**src/rtl/alu_reservation_station.sv**
```systemverilog
// rtl/alu_reservation_station.sv - ALU reservation station: buffers dispatched ops, wakes operands from writeback, issues the lowest ready entry
module alu_reservation_station #(
  parameter int DATA_LEN     = 32,
  parameter int RRF_SEL      = 6,
  parameter int ALU_OP_WIDTH = 4,
  parameter int ENTRIES      = 8
) (
  input  logic                      clk_i,
  input  logic                      reset_ni,
  input  logic                      kill_i,
  input  logic                      dispatch_valid_i,
  output logic                      dispatch_ready_o,
  input  logic [ALU_OP_WIDTH-1:0]   dispatch_alu_op_i,
  input  logic [DATA_LEN-1:0]       dispatch_src1_i,
  input  logic [DATA_LEN-1:0]       dispatch_src2_i,
  input  logic                      dispatch_src1_valid_i,
  input  logic                      dispatch_src2_valid_i,
  input  logic [RRF_SEL-1:0]        dispatch_rrf_tag_i,
  input  logic                      dispatch_if_write_rrf_i,
  input  logic                      wb_rrf_we_i,
  input  logic [RRF_SEL-1:0]        wb_rrf_tag_i,
  input  logic [DATA_LEN-1:0]       wb_result_i,
  output logic                      issue_o,
  output logic [ALU_OP_WIDTH-1:0]   alu_op_o,
  output logic [DATA_LEN-1:0]       src1_o,
  output logic [DATA_LEN-1:0]       src2_o,
  output logic [RRF_SEL-1:0]        rrf_tag_o,
  output logic                      if_write_rrf_o,
  output logic [$clog2(ENTRIES):0]  busy_count_o
);

  localparam int IDX_W = $clog2(ENTRIES);
  localparam int CNT_W = IDX_W + 1;

  // Per-entry storage; an invalid source holds its producer tag in the low RRF_SEL bits
  logic [ENTRIES-1:0]                   ent_valid_q, ent_valid_d;
  logic [ENTRIES-1:0]                   ent_src1_v_q, ent_src1_v_d;
  logic [ENTRIES-1:0]                   ent_src2_v_q, ent_src2_v_d;
  logic [ENTRIES-1:0]                   ent_wr_q, ent_wr_d;
  logic [ENTRIES-1:0][ALU_OP_WIDTH-1:0] ent_op_q, ent_op_d;
  logic [ENTRIES-1:0][DATA_LEN-1:0]     ent_src1_q, ent_src1_d;
  logic [ENTRIES-1:0][DATA_LEN-1:0]     ent_src2_q, ent_src2_d;
  logic [ENTRIES-1:0][RRF_SEL-1:0]      ent_tag_q, ent_tag_d;

  // Registered issue port
  logic                    issue_q, issue_d;
  logic [ALU_OP_WIDTH-1:0] alu_op_q, alu_op_d;
  logic [DATA_LEN-1:0]     src1_out_q, src1_out_d;
  logic [DATA_LEN-1:0]     src2_out_q, src2_out_d;
  logic [RRF_SEL-1:0]      rrf_tag_q, rrf_tag_d;
  logic                    if_write_rrf_q, if_write_rrf_d;
  logic [CNT_W-1:0]        busy_q, busy_d;

  logic [ENTRIES-1:0] ready;
  logic               sel_found;
  logic [IDX_W-1:0]   sel_idx;
  logic [IDX_W-1:0]   free_idx;
  logic               dispatch_fire;
  logic               byp1, byp2;

  assign ready            = ent_valid_q & ent_src1_v_q & ent_src2_v_q;
  assign dispatch_ready_o = (busy_q != CNT_W'(ENTRIES));
  assign dispatch_fire    = dispatch_valid_i && dispatch_ready_o && !kill_i;
  assign byp1 = !dispatch_src1_valid_i && wb_rrf_we_i && (dispatch_src1_i[RRF_SEL-1:0] == wb_rrf_tag_i);
  assign byp2 = !dispatch_src2_valid_i && wb_rrf_we_i && (dispatch_src2_i[RRF_SEL-1:0] == wb_rrf_tag_i);

  // Priority encoders: lowest ready entry to issue, lowest free entry to allocate
  always_comb begin
    sel_found = 1'b0;
    sel_idx   = '0;
    free_idx  = '0;
    for (int i = ENTRIES - 1; i >= 0; i--) begin
      if (ready[i]) begin
        sel_found = 1'b1;
        sel_idx   = IDX_W'(i);
      end
      if (!ent_valid_q[i]) begin
        free_idx = IDX_W'(i);
      end
    end
  end

  // Entry update: wakeup, clear on issue, allocate on dispatch, flush on kill
  always_comb begin
    ent_valid_d  = ent_valid_q;
    ent_src1_v_d = ent_src1_v_q;
    ent_src2_v_d = ent_src2_v_q;
    ent_wr_d     = ent_wr_q;
    ent_op_d     = ent_op_q;
    ent_src1_d   = ent_src1_q;
    ent_src2_d   = ent_src2_q;
    ent_tag_d    = ent_tag_q;
    if (wb_rrf_we_i) begin
      for (int i = 0; i < ENTRIES; i++) begin
        if (ent_valid_q[i] && !ent_src1_v_q[i] && (ent_src1_q[i][RRF_SEL-1:0] == wb_rrf_tag_i)) begin
          ent_src1_d[i]   = wb_result_i;
          ent_src1_v_d[i] = 1'b1;
        end
        if (ent_valid_q[i] && !ent_src2_v_q[i] && (ent_src2_q[i][RRF_SEL-1:0] == wb_rrf_tag_i)) begin
          ent_src2_d[i]   = wb_result_i;
          ent_src2_v_d[i] = 1'b1;
        end
      end
    end
    if (sel_found) begin
      ent_valid_d[sel_idx] = 1'b0;
    end
    if (dispatch_fire) begin
      ent_valid_d[free_idx]  = 1'b1;
      ent_op_d[free_idx]     = dispatch_alu_op_i;
      ent_src1_d[free_idx]   = byp1 ? wb_result_i : dispatch_src1_i;
      ent_src1_v_d[free_idx] = dispatch_src1_valid_i || byp1;
      ent_src2_d[free_idx]   = byp2 ? wb_result_i : dispatch_src2_i;
      ent_src2_v_d[free_idx] = dispatch_src2_valid_i || byp2;
      ent_tag_d[free_idx]    = dispatch_rrf_tag_i;
      ent_wr_d[free_idx]     = dispatch_if_write_rrf_i;
    end
    if (kill_i) begin
      ent_valid_d = '0;
    end
  end

  // Issue port and occupancy: payload holds its last value when nothing issues
  always_comb begin
    issue_d        = 1'b0;
    alu_op_d       = alu_op_q;
    src1_out_d     = src1_out_q;
    src2_out_d     = src2_out_q;
    rrf_tag_d      = rrf_tag_q;
    if_write_rrf_d = if_write_rrf_q;
    if (sel_found && !kill_i) begin
      issue_d        = 1'b1;
      alu_op_d       = ent_op_q[sel_idx];
      src1_out_d     = ent_src1_q[sel_idx];
      src2_out_d     = ent_src2_q[sel_idx];
      rrf_tag_d      = ent_tag_q[sel_idx];
      if_write_rrf_d = ent_wr_q[sel_idx];
    end
    busy_d = kill_i ? '0 : (busy_q + CNT_W'(dispatch_fire) - CNT_W'(sel_found));
  end

  // State registers with asynchronous reset
  always_ff @(posedge clk_i or negedge reset_ni) begin
    if (!reset_ni) begin
      ent_valid_q    <= '0;
      ent_src1_v_q   <= '0;
      ent_src2_v_q   <= '0;
      ent_wr_q       <= '0;
      ent_op_q       <= '0;
      ent_src1_q     <= '0;
      ent_src2_q     <= '0;
      ent_tag_q      <= '0;
      issue_q        <= 1'b0;
      alu_op_q       <= '0;
      src1_out_q     <= '0;
      src2_out_q     <= '0;
      rrf_tag_q      <= '0;
      if_write_rrf_q <= 1'b0;
      busy_q         <= '0;
    end else begin
      ent_valid_q    <= ent_valid_d;
      ent_src1_v_q   <= ent_src1_v_d;
      ent_src2_v_q   <= ent_src2_v_d;
      ent_wr_q       <= ent_wr_d;
      ent_op_q       <= ent_op_d;
      ent_src1_q     <= ent_src1_d;
      ent_src2_q     <= ent_src2_d;
      ent_tag_q      <= ent_tag_d;
      issue_q        <= issue_d;
      alu_op_q       <= alu_op_d;
      src1_out_q     <= src1_out_d;
      src2_out_q     <= src2_out_d;
      rrf_tag_q      <= rrf_tag_d;
      if_write_rrf_q <= if_write_rrf_d;
      busy_q         <= busy_d;
    end
  end

  assign issue_o        = issue_q;
  assign alu_op_o       = alu_op_q;
  assign src1_o         = src1_out_q;
  assign src2_o         = src2_out_q;
  assign rrf_tag_o      = rrf_tag_q;
  assign if_write_rrf_o = if_write_rrf_q;
  assign busy_count_o   = busy_q;

endmodule

```
**config.mk**
```make
export PLATFORM = sky130hd
export DESIGN_NAME = alu_reservation_station
export DESIGN_NICKNAME = d
export VERILOG_FILES = /design/src/rtl/alu_reservation_station.sv
export SDC_FILE = /design/constraint.sdc
export NUM_CORES = 2
export LEC_CHECK = 0
export ABC_AREA = 1
export BUFFER_PORTS_ARGS = -buffer_cell sky130_fd_sc_hd__buf_2
export CAP_MARGIN = 20
export CORE_ASPECT_RATIO = 0.6
export CORE_MARGIN = 2
export CORE_UTILIZATION = 31
export CTS_CLUSTER_DIAMETER = 100
export DETAILED_ROUTE_END_ITERATION = 8
export HOLD_SLACK_MARGIN = 0.06
export PLACE_DENSITY = 0.53
export RECOVER_POWER = 25
export SYNTH_ARGS = -nofsm -noshare
export SYNTH_HDL_FRONTEND = slang
export SYNTH_SLANG_ARGS = --single-unit
```
**constraint.sdc**
```tcl
create_clock -name clk_i -period 2.7 [get_ports clk_i]
set_input_delay 0.135 -clock clk_i [delete_from_list [all_inputs] [get_ports clk_i]]
set_output_delay 0.135 -clock clk_i [all_outputs]
set_load 0.03 [all_outputs]
```
Word level (Yosys, flattened, before mapping)
Index checks and enable logic that the tools add are counted.
Widths: inputs -> output; s select.
{"block": "classes", "n_addsub": 2, "order_cmp": 4, "n_eq_ne": 19, "mux": 98, "n_bitwise": 5, "n_reduce_logical": 62}
{"op": "$mux 256", "n": 4}
{"op": "$mux 32", "n": 21}
{"op": "$bwmux 256", "n": 2}
{"op": "$bmux 32 s3", "n": 2}
{"op": "$eq 6x6->1", "n": 18}
{"op": "$demux 32 s3", "n": 1}
{"op": "$mux 8", "n": 7}
{"op": "$bwmux 48", "n": 1}
{"op": "$mux 3", "n": 16}
{"op": "$logic_and 1x1->1", "n": 41}
{"op": "$bwmux 32", "n": 1}
{"op": "$mux 1", "n": 28}
{"op": "$and 8x8->8", "n": 3}
{"op": "$bwmux 8", "n": 3}
{"op": "$logic_not 1->1", "n": 19}
{"op": "$bmux 6 s3", "n": 1}
{"op": "$demux 6 s3", "n": 1}
{"op": "$bmux 4 s3", "n": 1}
{"op": "$demux 4 s3", "n": 1}
{"op": "$mux 4", "n": 3}
{"op": "$mux 6", "n": 2}
{"op": "$lt 3x4->1 const B", "n": 2}
{"op": "$not 8->8", "n": 1}
{"op": "$or 8x8->8", "n": 1}
{"op": "7 further kinds", "n": 10}
{"block": "totals", "regBits": 704, "inputBits": 120, "output_inout_bits": 81, "word_cells": 233}

Logic depth before layout (Yosys ltp)
{"block": "logic_depth", "ltp_word": 20, "mapped_depth": 17, "mapped_depth_nobuf": 15}

Worst setup path before layout
Ideal clock, no wire load.
{"block": "synth_timing", "path_kind": "reg2reg", "from": "register busy_q[2] (netlist: busy_count_o[2])", "to": "register busy_q[2] (netlist: busy_count_o[2])", "setup_time_ns": 0.123, "arrival_ns": 2.670, "required_ns": 2.577, "slack_ns": -0.094, "stages_incl_launch_ff": 12, "path_buffers": 1, "synth_period_minus_slack_ns": 2.794, "path_cell_list": "dfrtp_1 inv_1 ha_1 nand2_1 nand3_2 buf_1 ha_1 inv_1 ha_1 fa_1 o21ai_0 a21oi_1"}
{"block": "synth_via", "elab_chain_len": 6}
{"element": "from (decl)", "line": "52", "text": "logic [CNT_W-1:0] busy_q, busy_d;"}
{"element": "from (signal assigned)", "line": "175", "text": "busy_q <= busy_d;"}
{"element": "$ne 4x4->1", "line": "62", "text": "assign dispatch_ready_o = (busy_q != CNT_W'(ENTRIES));"}
{"element": "net dispatch_ready_o", "line": "12", "text": "output logic dispatch_ready_o,"}
{"element": "$logic_and 1x1->1 (2 in a row)", "line": "63", "text": "assign dispatch_fire = dispatch_valid_i && dispatch_ready_o && !kill_i;"}
{"element": "$add 4x1->4", "line": "139", "text": "busy_d = kill_i ? '0 : (busy_q + CNT_W'(dispatch_fire) - CNT_W'(sel_found));"}
{"element": "$sub 4x1->4", "line": "139"}
{"element": "$mux 4", "line": "139"}
{"element": "net busy_d[2]", "line": "52"}
The timed path passes the listed nets, and every way through them passes these cells.
A chain may end at the register's enable or synchronous reset.

==> results list <==
- For this run, the register share of the synthesized area comes to 0.438.
* Detailed-route wire length per cell: 25.2 um
- Counting flops with a built-in enable in the synthesized netlist gives 0.
* Type of the tightest min-delay check: in -> reg
- Distinct cell type count after synthesis: 43
- After floorplanning, the core was sized to cover 129000 um^2.
* Max-cap check violation count: 0
* Row cnt: 102
- Int Pwr: 0.0222 W
- Worst IR Drop VDD: 0.416 mV
* Detailed-route wire length: 183 mm
* Placed instance count: 7031
* Final cell count without fillers: 7275
- Launch point of the worst hold path: dispatch_src2_i[6]
* Clk_lat worst skew: 0.69 ns
- The share of total power dissipated in the clock network is 0.301.
- Net Count, Synth: 5464
- The final number of max-transition violations is 0.
- Final Util: 0.372
- For this run the aggregate overflow at the end of global routing stands at 0.
- The initial antenna violation count was 3.
* Slew @ Worst Pin: 1.49 ns
* Register-to-register path setup slack: 0.10 ns
* Number of nets in the layout: 5635
* Shortest clock period the worst path allows after layout: 2.60 ns
- Total via count in the routed design: 40700
* Mapped cell area: 40300 um^2
* Flop pwr share: 0.394
- Static leakage: 22.5 nW
- Clock-pin slew of the registers on the worst-case setup and hold paths: 0.07 ns
- In the global route stage, met1 resource usage came out at 0.408.
- CTS Buf Count: 73
- The flow ran to the end, and the final reports show no timing, DRC or antenna violations.
- Kind of start point of the critical path: flop
- In this run the cell area measured after placement is 44400 um^2.
* Arrival @ worst endpoint: 3.15 ns
- Number of optimization iterations in the first detailed-route pass: 8
- For this configuration, the core starts out at a cell density of 0.312.
- Cell taking the most area after synthesis: sky130_fd_sc_hd__dfrtp_1
- Overall Power: 0.0354 W
- The synthesized design contains 704 register bits.
* Worst r2r src: ent_valid_q[6]
- For this run, design rule violations remaining after detail routing come to 0.
- In the synthesized netlist the async set-or-reset flop fraction comes to 1.00.
- TritonCTS built the clock tree.
- Largest net degree at the start of global routing: 100
* Number of vias per cell: 5.59
- Via count of the first global-routing pass: 38200
- Power density cells: 738 nW/um^2
- Max Clock Freq: 385 MHz
- Logic gate share of total power: 0.306
- In the final layout, the share of cells above drive strength 1 is 0.124.
- DP Wirelength: 116 mm
- For met2 alone, demand over resource in global routing was 0.385.
- The analysis attributes to net switching a power of 0.0132 W.
- First-pass GRT wire length: 270 mm
* Slew HR: 0.00928
* RSZ-0062 raised after global routing: no
* Endpoint required time on the critical path: 3.25 ns
- The H-tree generated during clock tree synthesis spans 3 levels.
* DRC marker count from the first detailed-route iteration: 5534
- The path with the worst hold slack has its endpoint at ent_src2_q[38].
- Clock Path Buffers: 3
- Overall die width: 469 um
- Critical path peak fanout: 66
* Primary flip-flop cell chosen by synthesis mapping: sky130_fd_sc_hd__dfrtp_1
- Maximum clock skew at final layout: 0.0371 ns
- CP Class: reg -> reg
- Worst reg2reg path depth: 13
- Once detail routing completed, the nets flagged for antenna violations numbered 0.
- In the global route stage, met3 resource usage came out at 0.0641.
- For this run, the number of Yosys warnings is 0.
* All-layer global routing usage: 0.269
* Number of fillers in the final layout: 13400
- Most congested layer reported by global routing: met1
* Crit. End Element: flop
- Leaving out fill and tap cells, the most frequent cell in the layout is sky130_fd_sc_hd__nand2_1.
* Worst flop-to-flop path endpoint: ent_src2_q[181]
- The number of antenna diodes in the final layout is 0.
* Number of cells traversed by the worst hold path: 6
- Pin placement for this block handled 201 I/O pins.
- Routability-driven placement finished with a final weighted congestion of 0.940.
* Gate count after technology mapping: 5338
* Setup violation total in the final timing report: 0
* Hold violation total from the final report: 0
* Clock sink count: 704
* Highest-count cells in the layout ignoring fill and taps: sky130_fd_sc_hd__nand2_1 (1078), sky130_fd_sc_hd__dfrtp_1 (703), sky130_fd_sc_hd__nand3_1 (603)
- In this run the clock root is driven by a sky130_fd_sc_hd__clkbuf_16.
- PortBufs: 200
- Switching fraction of total power: 0.373
- The average instance in the mapped netlist occupies 7.54 um^2.
- The die is 283 um tall.
- Of the post-synthesis cell area, the dominant cell type holds 0.438.
* Biggest area contributors in the synthesized netlist: sky130_fd_sc_hd__dfrtp_1 (44%), sky130_fd_sc_hd__nand2_1 (10%), sky130_fd_sc_hd__nand3_1 (7.5%)
- Relative to the synthesized area, the layout overhead comes to 19.0%.
* Design area: 47900 um^2
- Die ar.: 133000 um^2
- In the finished design, the share of the clock period the worst path needs comes to 0.963.
[worst max-delay path, cell delays in order, from the launching register on]
cell                      delay [ns]
sky130_fd_sc_hd__dfrtp_1        0.38
sky130_fd_sc_hd__buf_4          0.16
sky130_fd_sc_hd__a21oi_1        0.21
sky130_fd_sc_hd__o21ai_1        0.10
sky130_fd_sc_hd__nand2_1        0.07
sky130_fd_sc_hd__nand2_1        0.06
sky130_fd_sc_hd__nand2_2        0.20
sky130_fd_sc_hd__buf_4          0.22
sky130_fd_sc_hd__nor2_4         0.06
sky130_fd_sc_hd__nand2_4        0.22
sky130_fd_sc_hd__buf_12         0.41
sky130_fd_sc_hd__inv_1          0.16
sky130_fd_sc_hd__nor2_1         0.13
sky130_fd_sc_hd__a21oi_1        0.05
[cells by family after synthesis]
logic type,Yosys count,share of synthesized area
and+or+nand+nor,2399,0.260
AOI/OAI and AO/OA,1284,0.196
buffers and inverters,884,0.0909
DFF,704,0.438
xor gates and xnor gates,56,0.0122
adders and majority gates,6,0.00205
muxes,5,0.00124
[power groups by stage]
stage | sequential [W] | clock [W] | combinational [W]
floorplan | 0.0148 | 0 | 0.00583
global placement | 0.0141 | 0 | 0.0105
detailed placement | 0.0141 | 0 | 0.0106
CTS | 0.0139 | 0.0108 | 0.0108
global route | 0.0141 | 0.0112 | 0.0120
finish | 0.0139 | 0.0106 | 0.0108
[what timing repair did]
| item | in CTS | in global routing |
|---|---|---|
| setup endpoints to repair | 0 | 188 |
| resized for setup | 0 | 13 |
| hold endpoints to repair | 1264 | 0 |
| hold buffers | 109 | 0 |
| buffers inserted | 0 | 10 |
[cell type report]
cell class / instances / area, um^2 / area share
Inverter: 421 / 1580 / 0.0330
Multi-Input combinational cell: 3750 / 19200 / 0.402
Clock inverter: 21 / 171 / 0.00358
Tap cell: 1716 / 2150 / 0.0448
Clock buffer: 104 / 2210 / 0.0461
Sequential cell: 704 / 17600 / 0.368
Timing Repair Buffer: 559 / 4930 / 0.103
[per-layer routing]
layer	share of wire	wire length, um
met1	0.45	82400
met2	0.42	76700
met3	0.11	20300
met4	0.020	3740
met5	0	0
[how the worst max path moves through the flow]
stage,end,slack [ns],from
finish,ent_src2_q[181],0.10,ent_valid_q[6]
global route,busy_count_o[2],0.004,ent_valid_q[2]
CTS,src2_o[12],0.03,ent_src1_v_q[5]
detailed placement,src2_o[30],0.03,ent_valid_q[5]
global placement,src1_o[17],-0.29,ent_src1_v_q[5]
floorplan,busy_count_o[2],0.03,busy_count_o[2]
[synthesized netlist by cell type (12+ instances only)]
cell / instances
sky130_fd_sc_hd__nand2_1: 1090
sky130_fd_sc_hd__dfrtp_1: 704
sky130_fd_sc_hd__nand3_1: 605
sky130_fd_sc_hd__o21ai_0: 487
sky130_fd_sc_hd__nor2_1: 466
sky130_fd_sc_hd__inv_1: 382
sky130_fd_sc_hd__clkbuf_1: 248
sky130_fd_sc_hd__buf_2: 179
sky130_fd_sc_hd__a21oi_1: 176
sky130_fd_sc_hd__a22oi_1: 168
sky130_fd_sc_hd__o211ai_1: 162
sky130_fd_sc_hd__a21boi_0: 123
sky130_fd_sc_hd__nand4_1: 107
sky130_fd_sc_hd__a21boi_1: 59
sky130_fd_sc_hd__nand3b_1: 57
sky130_fd_sc_hd__a31oi_1: 35
sky130_fd_sc_hd__xor2_1: 32
sky130_fd_sc_hd__a21oi_2: 31
sky130_fd_sc_hd__o21ai_1: 31
sky130_fd_sc_hd__xnor2_1: 24
sky130_fd_sc_hd__nor2_2: 23
sky130_fd_sc_hd__inv_2: 22
sky130_fd_sc_hd__buf_4: 17
sky130_fd_sc_hd__clkinv_1: 17
sky130_fd_sc_hd__nor3_1: 13
sky130_fd_sc_hd__buf_1: 12
sky130_fd_sc_hd__nor4_1: 12
[stage by stage]
step | hold slack, ns | setup WS [ns] | setup TNS [ns]
6_report | 0.0976 | 0.100 | 0
5_1_grt | 0.101 | 0.00435 | 0
4_1_cts | 0.0728 | 0.0304 | 0
3_5_place_dp | 0.172 | 0.0306 | 0
3_3_place_gp | 0.157 | -0.291 | -9.00
2_1_floorplan | -0.161 | 0.0254 | 0
[sequential cells by signal (all words and copies together), names as in the netlist]
register,flops
ent_wr_q,8
rrf_tag_o,6
ent_src1_v_q,8
ent_src2_q,256
ent_tag_q,48
src2_o,32
busy_count_o,4
ent_op_q,32
issue_o,1
ent_src1_q,256
src1_o,32
if_write_rrf_o,1
ent_src2_v_q,8
alu_op_o,4
ent_valid_q,8
(Power assumes the default switching activity.)
